`config.mk`:
```
export PLATFORM = sky130hd
export DESIGN_NAME = seq_detector_param_flat
export DESIGN_NICKNAME = d
export VERILOG_FILES = /design/src/rtl/seq_detector_param_pkg.sv /design/src/rtl/seq_detector_param_if.sv /design/src/rtl/seq_detector_param_window_cmp.sv /design/src/rtl/seq_detector_param.sv /design/src/flat_wrapper.sv
export SDC_FILE = /design/constraint.sdc
export NUM_CORES = 1
export LEC_CHECK = 0
export CAP_MARGIN = 40
export CORE_UTILIZATION = 40
export DETAILED_ROUTE_END_ITERATION = 8
export HOLD_SLACK_MARGIN = 0.06
export PLACE_DENSITY_LB_ADDON = 0.25
export SETUP_SLACK_MARGIN = 0.02
export SLEW_MARGIN = 20
export SYNTH_ARGS = -nofsm -noshare
export SYNTH_HDL_FRONTEND = slang
export SYNTH_HIERARCHICAL = 1
export SYNTH_SLANG_ARGS = --single-unit
```
`constraint.sdc`:
```
create_clock -name clk -period 3.36 [get_ports clk]
set_clock_uncertainty 0.2 [all_clocks]
set_input_delay 0.336 -clock clk [delete_from_list [all_inputs] [get_ports clk]]
set_output_delay 0.336 -clock clk [all_outputs]
set_load 0.05 [all_outputs]
```
`src/rtl/seq_detector_param_pkg.sv`:
```
// Shared constants and helpers for the parametrised sequence detector.
// The default pattern reproduces the legacy fixed 8-symbol detector.
package seq_det_pkg;

  localparam int unsigned DEFAULT_DATA_W  = 3;
  localparam int unsigned DEFAULT_SEQ_LEN = 8;

  // Symbol 0 (first in time) sits in the least-significant DATA_W bits.
  localparam logic [DEFAULT_SEQ_LEN*DEFAULT_DATA_W-1:0] SEQ_DEFAULT =
    {3'b101, 3'b011, 3'b110, 3'b110, 3'b000, 3'b110, 3'b101, 3'b001};

  // Width needed to hold a fill level of 0..seq_len inclusive.
  function automatic int fill_width(input int seq_len);
    return $clog2(seq_len + 1);
  endfunction

endpackage

```
`src/rtl/seq_detector_param_if.sv`:
```
// Symbol stream, pattern programming and status bundle of the sequence
// detector. The master drives stimulus; the detector is the slave.
interface seq_detector_param_if
  import seq_det_pkg::*;
#(
  parameter int DATA_W  = 3,
  parameter int SEQ_LEN = 8,
  parameter int CNT_W   = 8
);

  localparam int FILL_W = fill_width(SEQ_LEN);

  logic                      enable;
  logic                      data_valid;
  logic [DATA_W-1:0]         data;
  logic [SEQ_LEN*DATA_W-1:0] pattern;
  logic                      pattern_load;
  logic                      count_clear;
  logic                      sequence_found;
  logic [CNT_W-1:0]          match_count;
  logic [FILL_W-1:0]         fill_level;

  modport master (
    output enable, data_valid, data, pattern, pattern_load, count_clear,
    input  sequence_found, match_count, fill_level
  );

  modport slave (
    input  enable, data_valid, data, pattern, pattern_load, count_clear,
    output sequence_found, match_count, fill_level
  );

endinterface

```
`src/rtl/seq_detector_param_window_cmp.sv`:
```
// Combinational compare of the history window against the pattern,
// qualified by a full window.
module seq_window_cmp
  import seq_det_pkg::*;
#(
  parameter int DATA_W  = 3,
  parameter int SEQ_LEN = 8,
  localparam int FILL_W = fill_width(SEQ_LEN)
) (
  input  logic [SEQ_LEN*DATA_W-1:0] window,
  input  logic [SEQ_LEN*DATA_W-1:0] pattern,
  input  logic [FILL_W-1:0]         fill_level,
  output logic                      match
);

  logic all_eq;

  always_comb begin
    all_eq = 1'b1;
    for (int unsigned k = 0; k < SEQ_LEN; k++) begin
      if (window[k*DATA_W +: DATA_W] != pattern[k*DATA_W +: DATA_W]) begin
        all_eq = 1'b0;
      end
    end
    match = all_eq && (fill_level == FILL_W'(SEQ_LEN));
  end

endmodule

```
`src/rtl/seq_detector_param.sv`:
```
// Runtime-programmable sequence detector: shifts qualified symbols into a
// history window, flags matches and keeps a saturating match count.
module seq_detector_param
  import seq_det_pkg::*;
#(
  parameter int DATA_W  = 3,
  parameter int SEQ_LEN = 8,
  parameter int OVERLAP = 1,
  parameter int CNT_W   = 8
) (
  input logic                 clk,
  input logic                 reset_n,
  seq_detector_param_if.slave bus
);

  localparam int FILL_W = fill_width(SEQ_LEN);
  localparam int HIST_W = SEQ_LEN * DATA_W;

  logic [HIST_W-1:0] pattern_reg;
  logic [HIST_W-1:0] history;
  logic [HIST_W-1:0] history_next;
  logic [FILL_W-1:0] fill_level;
  logic [FILL_W-1:0] fill_inc;
  logic [FILL_W-1:0] fill_next;
  logic [CNT_W-1:0]  match_count;
  logic              found;
  logic              accept;
  logic              window_match;
  logic              match;

  always_comb begin
    accept       = bus.enable && bus.data_valid && !bus.pattern_load;
    // Newest symbol enters slot SEQ_LEN-1; slot 0 holds the oldest.
    history_next = {bus.data, history[HIST_W-1:DATA_W]};
    fill_inc     = (fill_level == FILL_W'(SEQ_LEN)) ? fill_level
                                                    : fill_level + FILL_W'(1);
  end

  seq_window_cmp #(
    .DATA_W  (DATA_W),
    .SEQ_LEN (SEQ_LEN)
  ) u_cmp (
    .window     (history_next),
    .pattern    (pattern_reg),
    .fill_level (fill_inc),
    .match      (window_match)
  );

  always_comb begin
    match     = accept && window_match;
    fill_next = (match && (OVERLAP == 0)) ? '0 : fill_inc;
  end

  always_ff @(posedge clk) begin
    if (!reset_n) begin
      pattern_reg <= '0;
      history     <= '0;
      fill_level  <= '0;
      found       <= 1'b0;
    end else if (bus.pattern_load) begin
      pattern_reg <= bus.pattern;
      history     <= '0;
      fill_level  <= '0;
      found       <= 1'b0;
    end else if (accept) begin
      history     <= history_next;
      fill_level  <= fill_next;
      found       <= match;
    end else begin
      found       <= 1'b0;
    end
  end

  // A clear in the same cycle as a match wins over the increment.
  always_ff @(posedge clk) begin
    if (!reset_n) begin
      match_count <= '0;
    end else if (bus.count_clear) begin
      match_count <= '0;
    end else if (match && (match_count != '1)) begin
      match_count <= match_count + CNT_W'(1);
    end
  end

  assign bus.sequence_found = found;
  assign bus.match_count    = match_count;
  assign bus.fill_level     = fill_level;

endmodule

```
`src/flat_wrapper.sv`:
```
// flat-port wrapper written by rule: the top's interface ports become plain ports
module seq_detector_param_flat import seq_det_pkg::*;
#(
  parameter int DATA_W  = 3,
  parameter int SEQ_LEN = 8,
  parameter int OVERLAP = 1,
  parameter int CNT_W   = 8
)
  (clk, reset_n, bus_enable, bus_data_valid, bus_data, bus_pattern, bus_pattern_load, bus_count_clear, bus_sequence_found, bus_match_count, bus_fill_level);
  seq_detector_param_if #(.DATA_W(DATA_W), .SEQ_LEN(SEQ_LEN), .CNT_W(CNT_W)) bus_i ();
  input logic clk;
  input logic reset_n;
  input wire logic [$bits(bus_i.enable)-1:0] bus_enable;
  input wire logic [$bits(bus_i.data_valid)-1:0] bus_data_valid;
  input wire logic [$bits(bus_i.data)-1:0] bus_data;
  input wire logic [$bits(bus_i.pattern)-1:0] bus_pattern;
  input wire logic [$bits(bus_i.pattern_load)-1:0] bus_pattern_load;
  input wire logic [$bits(bus_i.count_clear)-1:0] bus_count_clear;
  output wire logic [$bits(bus_i.sequence_found)-1:0] bus_sequence_found;
  output wire logic [$bits(bus_i.match_count)-1:0] bus_match_count;
  output wire logic [$bits(bus_i.fill_level)-1:0] bus_fill_level;
  assign bus_i.enable = bus_enable;
  assign bus_i.data_valid = bus_data_valid;
  assign bus_i.data = bus_data;
  assign bus_i.pattern = bus_pattern;
  assign bus_i.pattern_load = bus_pattern_load;
  assign bus_i.count_clear = bus_count_clear;
  assign bus_sequence_found = bus_i.sequence_found;
  assign bus_match_count = bus_i.match_count;
  assign bus_fill_level = bus_i.fill_level;
  seq_detector_param #(.DATA_W(DATA_W), .SEQ_LEN(SEQ_LEN), .OVERLAP(OVERLAP), .CNT_W(CNT_W)) u_core (.clk(clk), .reset_n(reset_n), .bus(bus_i));
endmodule
```
==> results of run 1 <==
==> worst max path at each step <==
stage,depth (start not counted),slack [ns],startpoint,endpoint
final,12,0.54,u_core/bus.fill_level[0],u_core/bus.match_count[5]
after global routing,12,0.37,u_core/bus.fill_level[0],u_core/bus.match_count[7]
after CTS,12,0.55,u_core/bus.fill_level[0],u_core/bus.match_count[5]
after detailed placement,12,0.55,u_core/bus.fill_level[0],u_core/bus.match_count[7]
after global placement,12,0.69,u_core/bus.fill_level[0],u_core/bus.match_count[5]
after floorplan,12,0.49,u_core/bus.fill_level[0],u_core/bus.match_count[7]
==> Yosys cell counts (2+ instances only) <==
library cell	n	area, sq um
a21oi_1	26	130
and2_1	2	12.5
and3_1	2	12.5
buf_2	2	10.0
clkbuf_1	10	37.5
dfxtp_1	58	1160
ha_1	3	37.5
inv_1	2	7.51
mux2i_1	25	250
nand2_1	48	180
nand2b_1	3	18.8
nand3_1	4	20.0
nor2_1	8	30.0
nor2b_1	24	150
nor4_1	5	31.3
o211ai_1	2	15.0
o21ai_0	5	25.0
or3_1	4	25.0
xnor2_1	6	52.6
xor2_1	25	219
==> layout make-up <==
cell class                      instances  area, sq um
Tap cell                               75         93.8
Clock buffer                           14          153
Multi-Input combinational cell        202         1310
Timing Repair Buffer                   50          488
Inverter                                2         7.51
Sequential cell                        58         1160
Fill cell                             569         2810
==> power groups by stage <==
stage | sequential, W | combinational (W) | clock (W)
2_1_floorplan | 0.000735 | 0.0000739 | 0
3_3_place_gp | 0.000737 | 0.000135 | 0
3_5_place_dp | 0.000737 | 0.000136 | 0
4_1_cts | 0.000722 | 0.000137 | 0.000539
5_1_grt | 0.000724 | 0.000149 | 0.000570
6_report | 0.000722 | 0.000135 | 0.000524
==> metrics by stage <==
step | power, W | util
final | 0.00138 | 0.534
after global routing | 0.00144 | 0.534
after CTS | 0.00140 | 0.534
after detailed placement | 0.000873 | 0.509
after global placement | 0.000872 | 0.509
after floorplan | 0.000809 | -
==> layer usage <==
layer | GRT usage | vias up | routed length [um]
li1 | - | 1021 | -
met1 | 0.230 | 890 | 2620
met2 | 0.288 | 40 | 2540
met3 | 0.0456 | 10 | 245
met4 | 0.0965 | 0 | 108
met5 | 0 | - | 0
==> cell families after synthesis <==
kind of cell    Yosys count  share of synthesized area
fa+ha+maj                 3                     0.0148
flops                    58                      0.456
compound gates           36                     0.0821
buf+inv                  16                     0.0275
mux                      25                     0.0983
simple gates            107                      0.214
xor+xnor                 31                      0.107
==> worst register-to-register path, delay by kind of cell (launching register included) <==
family                     cells  cell delay (ns)
DFF                            1             0.44
and+or+nand+nor                7             1.45
buffers and inverters          1             0.08
AOI/OAI and AO/OA              2             0.25
xor gates and xnor gates       1             0.13
adders and majority gates      1             0.20
==> results_dict.tcl, run 1 <==
set metrics [dict create \
    grt_usage 0.183 \
    crit_buf_inv 1 \
    final-setup-viol-count 0 \
    cpPeakStageDelay_ns 0.44 \
    slew_headroom 0.436 \
    grt_pass1_wl_um 9080 \
    cp_data_required_time_ns 3.42 \
    port_buffers 45 \
    wl_um 5520 \
    dp_hpwl_um 3930 \
    period_share 0.838 \
    worst_pin_slew_ns 0.846 \
    die_h_um 81.8 \
    core_region_area_sq_um 6030 \
    vdd_drop_max_uv 227 \
    largest_reg_flops 24 \
    drc 0 \
    drtIter0Drc 81 \
    antenna_left 0 \
    power_frac_clock 0.379 \
    crit_path_end_kind "register" \
    status "finished, final reports clean" \
    fmax_ghz 0.355 \
    gp_congestion 0.850 \
    ff2ff_path_depth 12 \
    clk_latency_ns 0.32 \
    vias_per_cell 4.89 \
    num_vias 1961 \
    synth_edf_count 0 \
    rows 28 \
    cts_setup_buffers 0 \
    antenna_found_initial 0 \
    final_common_cell "dfxtp_1" \
    p_seq_frac 0.523 \
    hold_buffers 0 \
    die_w_um 81.8 \
    first_global_vias 1899 \
    synthFlopType "dfxtp_1" \
    ys_seq_area_frac 0.456 \
    max-cap-violations 0 \
    dr.pass1.iters 4 \
    final_cell_area_sq_um 3220 \
    cts_made_buffers 9 \
    syn_nets 312 \
    ioPinCount 46 \
    tns_ns 0 \
    dp_slack_ns 0.548 \
    r2r-start "u_core/bus.fill_level[0]" \
    layout_common_cells "dfxtp_1, nand2_1, clkdlybuf4s50_1" \
    cp.arrival_ns 2.87 \
    cp_cell_sequence "inv_1 > ha_1 > nand2_1 > nor2_1 > xnor2_1 > nor4b_1 > nand3_1 > nor3_2 > and4b_2 > o211ai_4 > or3_1 > a21oi_1" \
    grt_overflow_total 0 \
    p_per_area_nw_per_um2 429 \
    p_sw_w 0.000319 \
    synth.ff_latch_count 58 \
    placed_cell_area_sq_um 3060 \
    cts_sinks 58 \
    dp.cells 387 \
    drive_gt1_frac 0.0583 \
    diodes 0 \
    period_needed_ns 2.82 \
    combPwrFrac 0.098 \
    timing.final.ws_setup_ns 0.544 \
    synth_area_sq_um 2540 \
    leakagePower_nw 1.26 \
    cts_tree "done" \
    hold_slack_ns 0.262 \
    rrSetupSlack_ns 0.54 \
    critPathKind "reg2reg" \
    min_delay_worst_endpoint "u_core/history[5]" \
    internal-power_w 0.00106 \
    avgSynthCellArea_sq_um 9.22 \
    start_util 0.422 \
    slew_violations 0 \
    wl_per_cell_um 13.8 \
    stdcell_count 401 \
    cts-root-buf "clkbuf_8" \
    yosysWarnings 6 \
    hold_viol_final 0 \
    clkTransAtPathRegs_ns 0.06 \
    p_sw_frac 0.231 \
    hold_class "reg2reg" \
    nets 359 \
    syn_to_final_growth_pct 26.4 \
    cpLargestDelayFamily "simple AND/OR/NAND/NOR gates" \
    critPathMaxFanout 7 \
    h-tree-depth 3 \
    cp-start-kind "register" \
    synth-async-reset-ratio 0 \
    syn_inst 276 \
    rr_endpoint "u_core/bus.match_count[5]" \
    yosys.cell_types.count 32 \
    die_area_sq_um 6690 \
    hold_start "u_core/history[5]" \
    grt_max_degree 27 \
    worst_path_max_delay_cell "dfxtp_1" \
    cts_resized 0 \
    holdPathStages 2 \
    clock_tree.buffer_depth 2 \
    rsz0062_at_grt "no" \
]
Note: power is estimated with default switching activity, not from simulation.
==> run 2, diff against run 1 <==
- clock period: 3.36 -> 2.5 ns (I/O delays scaled with it)
==> run 2 against run 1 <==
  * The run now ends with setup timing left
  * Via count grew 1.6%
  * Design area is 5.7% higher
  * Total power increased by 50%
  * Clock-buffer cell count rose by 2
  * First-iteration DRC count fell by 2.5%
  * Global-route usage barely moved
  * Sequential cell count unchanged
  * Cell count rose by 2.2%
  * Utilization rose by 3.1 points
  * Hold slack improved by 0.0072 ns
  * Largest cell class unchanged
  * Highest routed layer unchanged
  * Sequential share of layout area is 1.7 points lower
  * Largest power group unchanged
==> results_dict.tcl, run 2 (same netlist as run 1, synthesis figures left out) <==
set metrics [dict create \
    status "complete, but fails checks" \
    violations "setup timing" \
    rrSetupSlack_ns -0.02 \
    use_met1 0.224 \
    vias_per_cell 4.86 \
    total_power_w 0.00207 \
    period_needed_ns 2.52 \
    cts-root-buf "clkbuf_8" \
    timing.final.ws_setup_ns -0.0187 \
    holdPathStages 2 \
    first_global_vias 1895 \
    grt_usage 0.184 \
    gp_congestion 0.807 \
    fillerInstances 546 \
    period_share 1.01 \
    grt_util_met3 0.0844 \
    critPathMaxFanout 5 \
    cts_tree "done" \
    hold_viol_final 0 \
    p_per_area_nw_per_um2 609 \
    num_vias 1993 \
    start_util 0.422 \
    vdd_drop_max_uv 357 \
    grt_use_met2 0.285 \
    clock_tree.buffer_depth 2 \
    cp.arrival_ns 2.58 \
    nets 366 \
    slew_violations 0 \
    drive_gt1_frac 0.131 \
    die_h_um 81.8 \
    final_common_cell "dfxtp_1" \
    wl_um 5410 \
    dp_hpwl_um 3710 \
    fmax_ghz 0.397 \
    wl_per_cell_um 13.2 \
    largest_reg_flops 24 \
    drtIter0Drc 79 \
    grt_most_used_layer "met2" \
    seqCellArea_sq_um 1170 \
    clk_latency_ns 0.34 \
    slew_headroom 0.670 \
    cts_made_buffers 9 \
    max-cap-violations 0 \
    grt_max_degree 26 \
    antenna_found_initial 0 \
    cp-start-kind "register" \
    placed_cell_area_sq_um 3110 \
    final_cell_area_sq_um 3400 \
    multi_input_area_sq_um 1360 \
    crit_path_end_kind "register" \
    hold_buffers 0 \
    ioPinCount 46 \
    cp_data_required_time_ns 2.56 \
    critPathKind "reg2reg" \
    die_area_sq_um 6690 \
    cts_sinks 58 \
    worst_pin_slew_ns 0.494 \
    hold_class "reg2reg" \
    syn_to_final_growth_pct 33.6 \
    grt_overflow_total 0 \
    core_region_area_sq_um 6030 \
    ff2ff_path_depth 12 \
    drc 0 \
    antenna_left 0 \
    layout_common_cells "dfxtp_1, nand2_1, clkdlybuf4s50_1" \
    rows 28 \
    dr.pass1.iters 4 \
    die_w_um 81.8 \
    rsz0062_at_grt "yes" \
    grt_pass1_wl_um 8870 \
    final-setup-viol-count 1 \
    clkTransAtPathRegs_ns 0.07 \
    port_buffers 45 \
    leakagePower_nw 1.35 \
    diodes 0 \
    h-tree-depth 3 \
]
run 2: cell count changes in the layout (fill, tap and decap cells not counted), sizes merged:
cell    change
buf         +7
clkbuf      +2
run 2: layout make-up:
| class | count | area share |
|---|---|---|
| multi-input combinational | 202 | 0.401 |
| sequential | 58 | 0.344 |
| timing repair buffer | 57 | 0.159 |
| tap | 75 | 0.0276 |
| clock buffer | 16 | 0.0651 |
| inverter | 2 | 0.00294 |
run 2: worst paths after layout:
kind                            startpoint                         to
setup reg to reg  u_core/bus.fill_level[1]  u_core/bus.match_count[5]
hold reg to reg          u_core/history[5]          u_core/history[5]
hold / removal           u_core/history[5]          u_core/history[5]
setup / recovery  u_core/bus.fill_level[1]  u_core/bus.match_count[5]
run 2: metal layers:
layer,routed length [um],vias to the layer above
met5,0,-
met4,59,0
met3,272,5
met2,2490,42
met1,2590,912
li1,-,1034
run 2: power by group:
part	internal, W	switching, W
clock	0.000557	0.000354
combinational	0.000106	0.0000848
sequential	0.000948	0.0000202
run 2: repair_timing:
| action | CTS | global route |
|---|---|---|
| hold endpoints to repair | 0 | 0 |
| buffers inserted | 1 | 1 |
| setup endpoints to repair | 2 | 7 |
| resized for setup | 1 | 12 |
| gates cloned | 0 | 0 |
| pin swaps | 0 | 10 |
run 2: through the flow:
stage / hold WS, ns / instances / setup WS (ns) / util / TNS (ns)
after floorplan: 0.178 / 276 / 0.0207 / - / 0
after CTS: 0.268 / 409 / 0.0325 / 0.555 / 0
after global routing: 0.301 / 410 / -0.163 / 0.564 / -0.481
after global placement: 0.256 / 392 / -0.0562 / 0.516 / -0.111
final: 0.270 / 410 / -0.0187 / 0.564 / -0.0187
after detailed placement: 0.259 / 392 / -0.118 / 0.516 / -0.241
run 2: critical path, stage by stage, from the launching register on:
cell and delay, ns:
dfxtp_4 0.36, inv_4 0.05, ha_4 0.13, nand2_4 0.05, nor2_4 0.13, xnor2_2 0.08, nor4b_2 0.26, nand3_1 0.12
nor3_2 0.15, and4b_2 0.31, o211ai_4 0.11, or3_4 0.37, a21oi_2 0.12
==> run 3, diff against run 2 <==
- ABC_AREA: not set -> 1
- CTS_CLUSTER_SIZE: not set -> 16
==> run 3 against run 2 <==
  * Largest power group unchanged
  * The run ends with DRC left
  * Total power down 3.9%
  * Register-to-register slack improved by 0.27 ns
  * Hold slack better by 0.020 ns
  * Largest cell class unchanged
  * Critical endpoint is now u_core/bus.match_count[4]
==> results_dict.tcl, run 3 <==
set metrics [dict create \
    p_per_area_nw_per_um2 573 \
    cp-start-kind "register" \
    cts_made_buffers 9 \
    final_common_cell "nand2_1" \
    clk_latency_ns 0.33 \
    ioPinCount 46 \
    post-synth-top-count-cell "nand2_1" \
    period_share 0.898 \
    port_buffers 45 \
    wl_per_cell_um 11.1 \
    slew_headroom 0.649 \
    ys_seq_area_frac 0.423 \
    diodes 0 \
    fmax_ghz 0.445 \
    critPathKind "reg2reg" \
    synth.ff_latch_count 58 \
    hold_start "u_core/history[10]" \
    max-cap-violations 0 \
    syn_inst 413 \
    crit_path_end_kind "register" \
    vdd_drop_max_uv 325 \
    p_sw_w 0.000489 \
    cts_tree "done" \
    syn_nets 449 \
    worst_pin_slew_ns 0.525 \
    cts-root-buf "clkbuf_8" \
    rows 29 \
    critPathMaxFanout 7 \
    synth_area_leaders "dfxtp_1, nand2_1, nor2_1" \
    grt_usage 0.187 \
    grt_overflow_total 0 \
    combPwrFrac 0.110 \
    cp_data_required_time_ns 2.56 \
    synth_edf_count 0 \
    final_util 0.534 \
    dr.pass1.iters 6 \
    synth_common_cells "nand2_1, nor2_1, dfxtp_1" \
    drtIter0Drc 121 \
    synthFlopType "dfxtp_1" \
    die_area_sq_um 7190 \
    rsz0062_at_grt "no" \
    status "complete, but fails checks" \
    fillerInstances 641 \
    yosys.cell_types.count 22 \
    p_seq_frac 0.494 \
    final-setup-viol-count 0 \
    drive_gt1_frac 0.0707 \
    drc 4 \
    die_h_um 84.8 \
    crit_start "u_core/bus.fill_level[0]" \
    wl_um 6020 \
    h-tree-depth 3 \
    hold_buffers 0 \
    gp_congestion 0.782 \
    vias_per_cell 4.74 \
    nets 498 \
    r2r-start "u_core/bus.fill_level[0]" \
    p_sw_frac 0.246 \
    clock_tree.buffer_depth 2 \
    power_frac_clock 0.395 \
    dp_hpwl_um 4260 \
    period_needed_ns 2.24 \
    layout_common_cells "nand2_1, nor2_1, inv_1, dfxtp_1, clkdlybuf4s50_1" \
    yosysWarnings 6 \
    core_region_area_sq_um 6490 \
    synth_top_area_share 0.423 \
    hold_class "reg2reg" \
    num_vias 2577 \
    avgSynthCellArea_sq_um 6.64 \
    largest_reg_flops 24 \
    slew_violations 0 \
    clkTransAtPathRegs_ns 0.06 \
    antenna_left 0 \
    internal-power_w 0.00150 \
    grt_pass1_wl_um 10500 \
    leakagePower_nw 1.43 \
    hold_viol_final 0 \
    die_w_um 84.8 \
    grt_max_degree 26 \
    antenna_found_initial 0 \
    synth-async-reset-ratio 0 \
    cp.arrival_ns 2.31 \
    yosysTopAreaCell "dfxtp_1" \
    start_util 0.422 \
    cts_sinks 58 \
    first_global_vias 2346 \
    synth_area_sq_um 2740 \
    syn_to_final_growth_pct 26.6 \
    violations "DRC" \
    tns_ns 0 \
]
## run 3: cell types whose count changed after synthesis, moves of 5 or more
cell      previous run  this run
nor2_1               8        91
a211oi_1             0        13
inv_1                2        57
nor2b_1             24         0
mux2i_1             25         0
o21ai_0              5        29
nor4_1               5         0
nand2_1             48       102
a21oi_1             26        17
xor2_1              25         6
clkbuf_1            10         5
## run 3: path summary, 6_finish.rpt
kind,endpoint,slack (ns),cells past startpoint
max,u_core/bus.match_count[4],0.26,18
min,u_core/history[7],0.29,2
max reg2reg,u_core/bus.match_count[4],0.26,18
min reg2reg,u_core/history[7],0.29,2
## run 3: cells by family (layout without fill, tap and decap cells)
| family | count (synthesis) | after routing | share of synthesized area |
|---|---|---|---|
| XOR/XNOR | 12 | 12 | 0.0383 |
| adder cells (fa/ha/maj) | 3 | 3 | 0.0137 |
| buffers and inverters | 72 | 126 | 0.103 |
| flip-flops | 58 | 58 | 0.423 |
| AND/OR/NAND/NOR | 209 | 209 | 0.302 |
| AO/OA/AOI/OAI | 59 | 59 | 0.120 |
## run 3: final cells by class
class / count / area [sq um] / share of cell area
multi-input combinational: 283 / 1310 / 0.377
sequential: 58 / 1160 / 0.335
timing repair buffer: 51 / 495 / 0.143
inverter: 59 / 224 / 0.0645
clock buffer: 14 / 173 / 0.0497
tap: 77 / 96.3 / 0.0278
clock inverter: 2 / 10.0 / 0.00288
## run 3: what timing repair did
action,CTS,global route
gates resized for setup,0,5
endpoints found under the setup margin,0,7
setup buffers,0,1
## run 3: metrics by stage
stage	total power, W	std cells	worst slack (ns)	hold WS, ns	cell area, sq um
CTS	0.00201	543	0.178	0.291	3450
global route	0.00210	544	0.0227	0.306	3470
floorplan	0.00113	413	0.134	0.185	2750
global placement	0.00122	527	0.302	0.273	3270
finish	0.00199	544	0.255	0.290	3470
detailed placement	0.00122	527	0.197	0.281	3270
## run 3: worst max-delay path: stages (launching register included)
cell     delay, ns
dfxtp_2       0.34
inv_1         0.07
ha_1          0.20
nand2_1       0.09
nor2_1        0.05
xor2_1        0.15
inv_1         0.06
nand2_1       0.05
nor2_1        0.08
nand2_1       0.05
nor2_1        0.08
nand3_1       0.09
nor2_2        0.12
inv_2         0.05
nor2_4        0.13
nand2_4       0.10
inv_4         0.09
nand2_1       0.05
a21oi_1       0.12
## run 3: per-layer routing
metal	GRT usage	share of wire	vias to the layer above
met3	0.0649	0.048	14
met5	0	0	-
met4	0.0693	0.020	0
met1	0.240	0.48	1150
met2	0.289	0.45	50
li1	-	-	1363
## run 3: power by group through the flow
stage / sequential [W] / clock, W / combinational, W
floorplan: 0.00100 / 0 / 0.000122
global placement: 0.00100 / 0 / 0.000216
detailed placement: 0.00100 / 0 / 0.000218
CTS: 0.000983 / 0.000805 / 0.000219
global route: 0.000987 / 0.000859 / 0.000249
finish: 0.000983 / 0.000786 / 0.000219
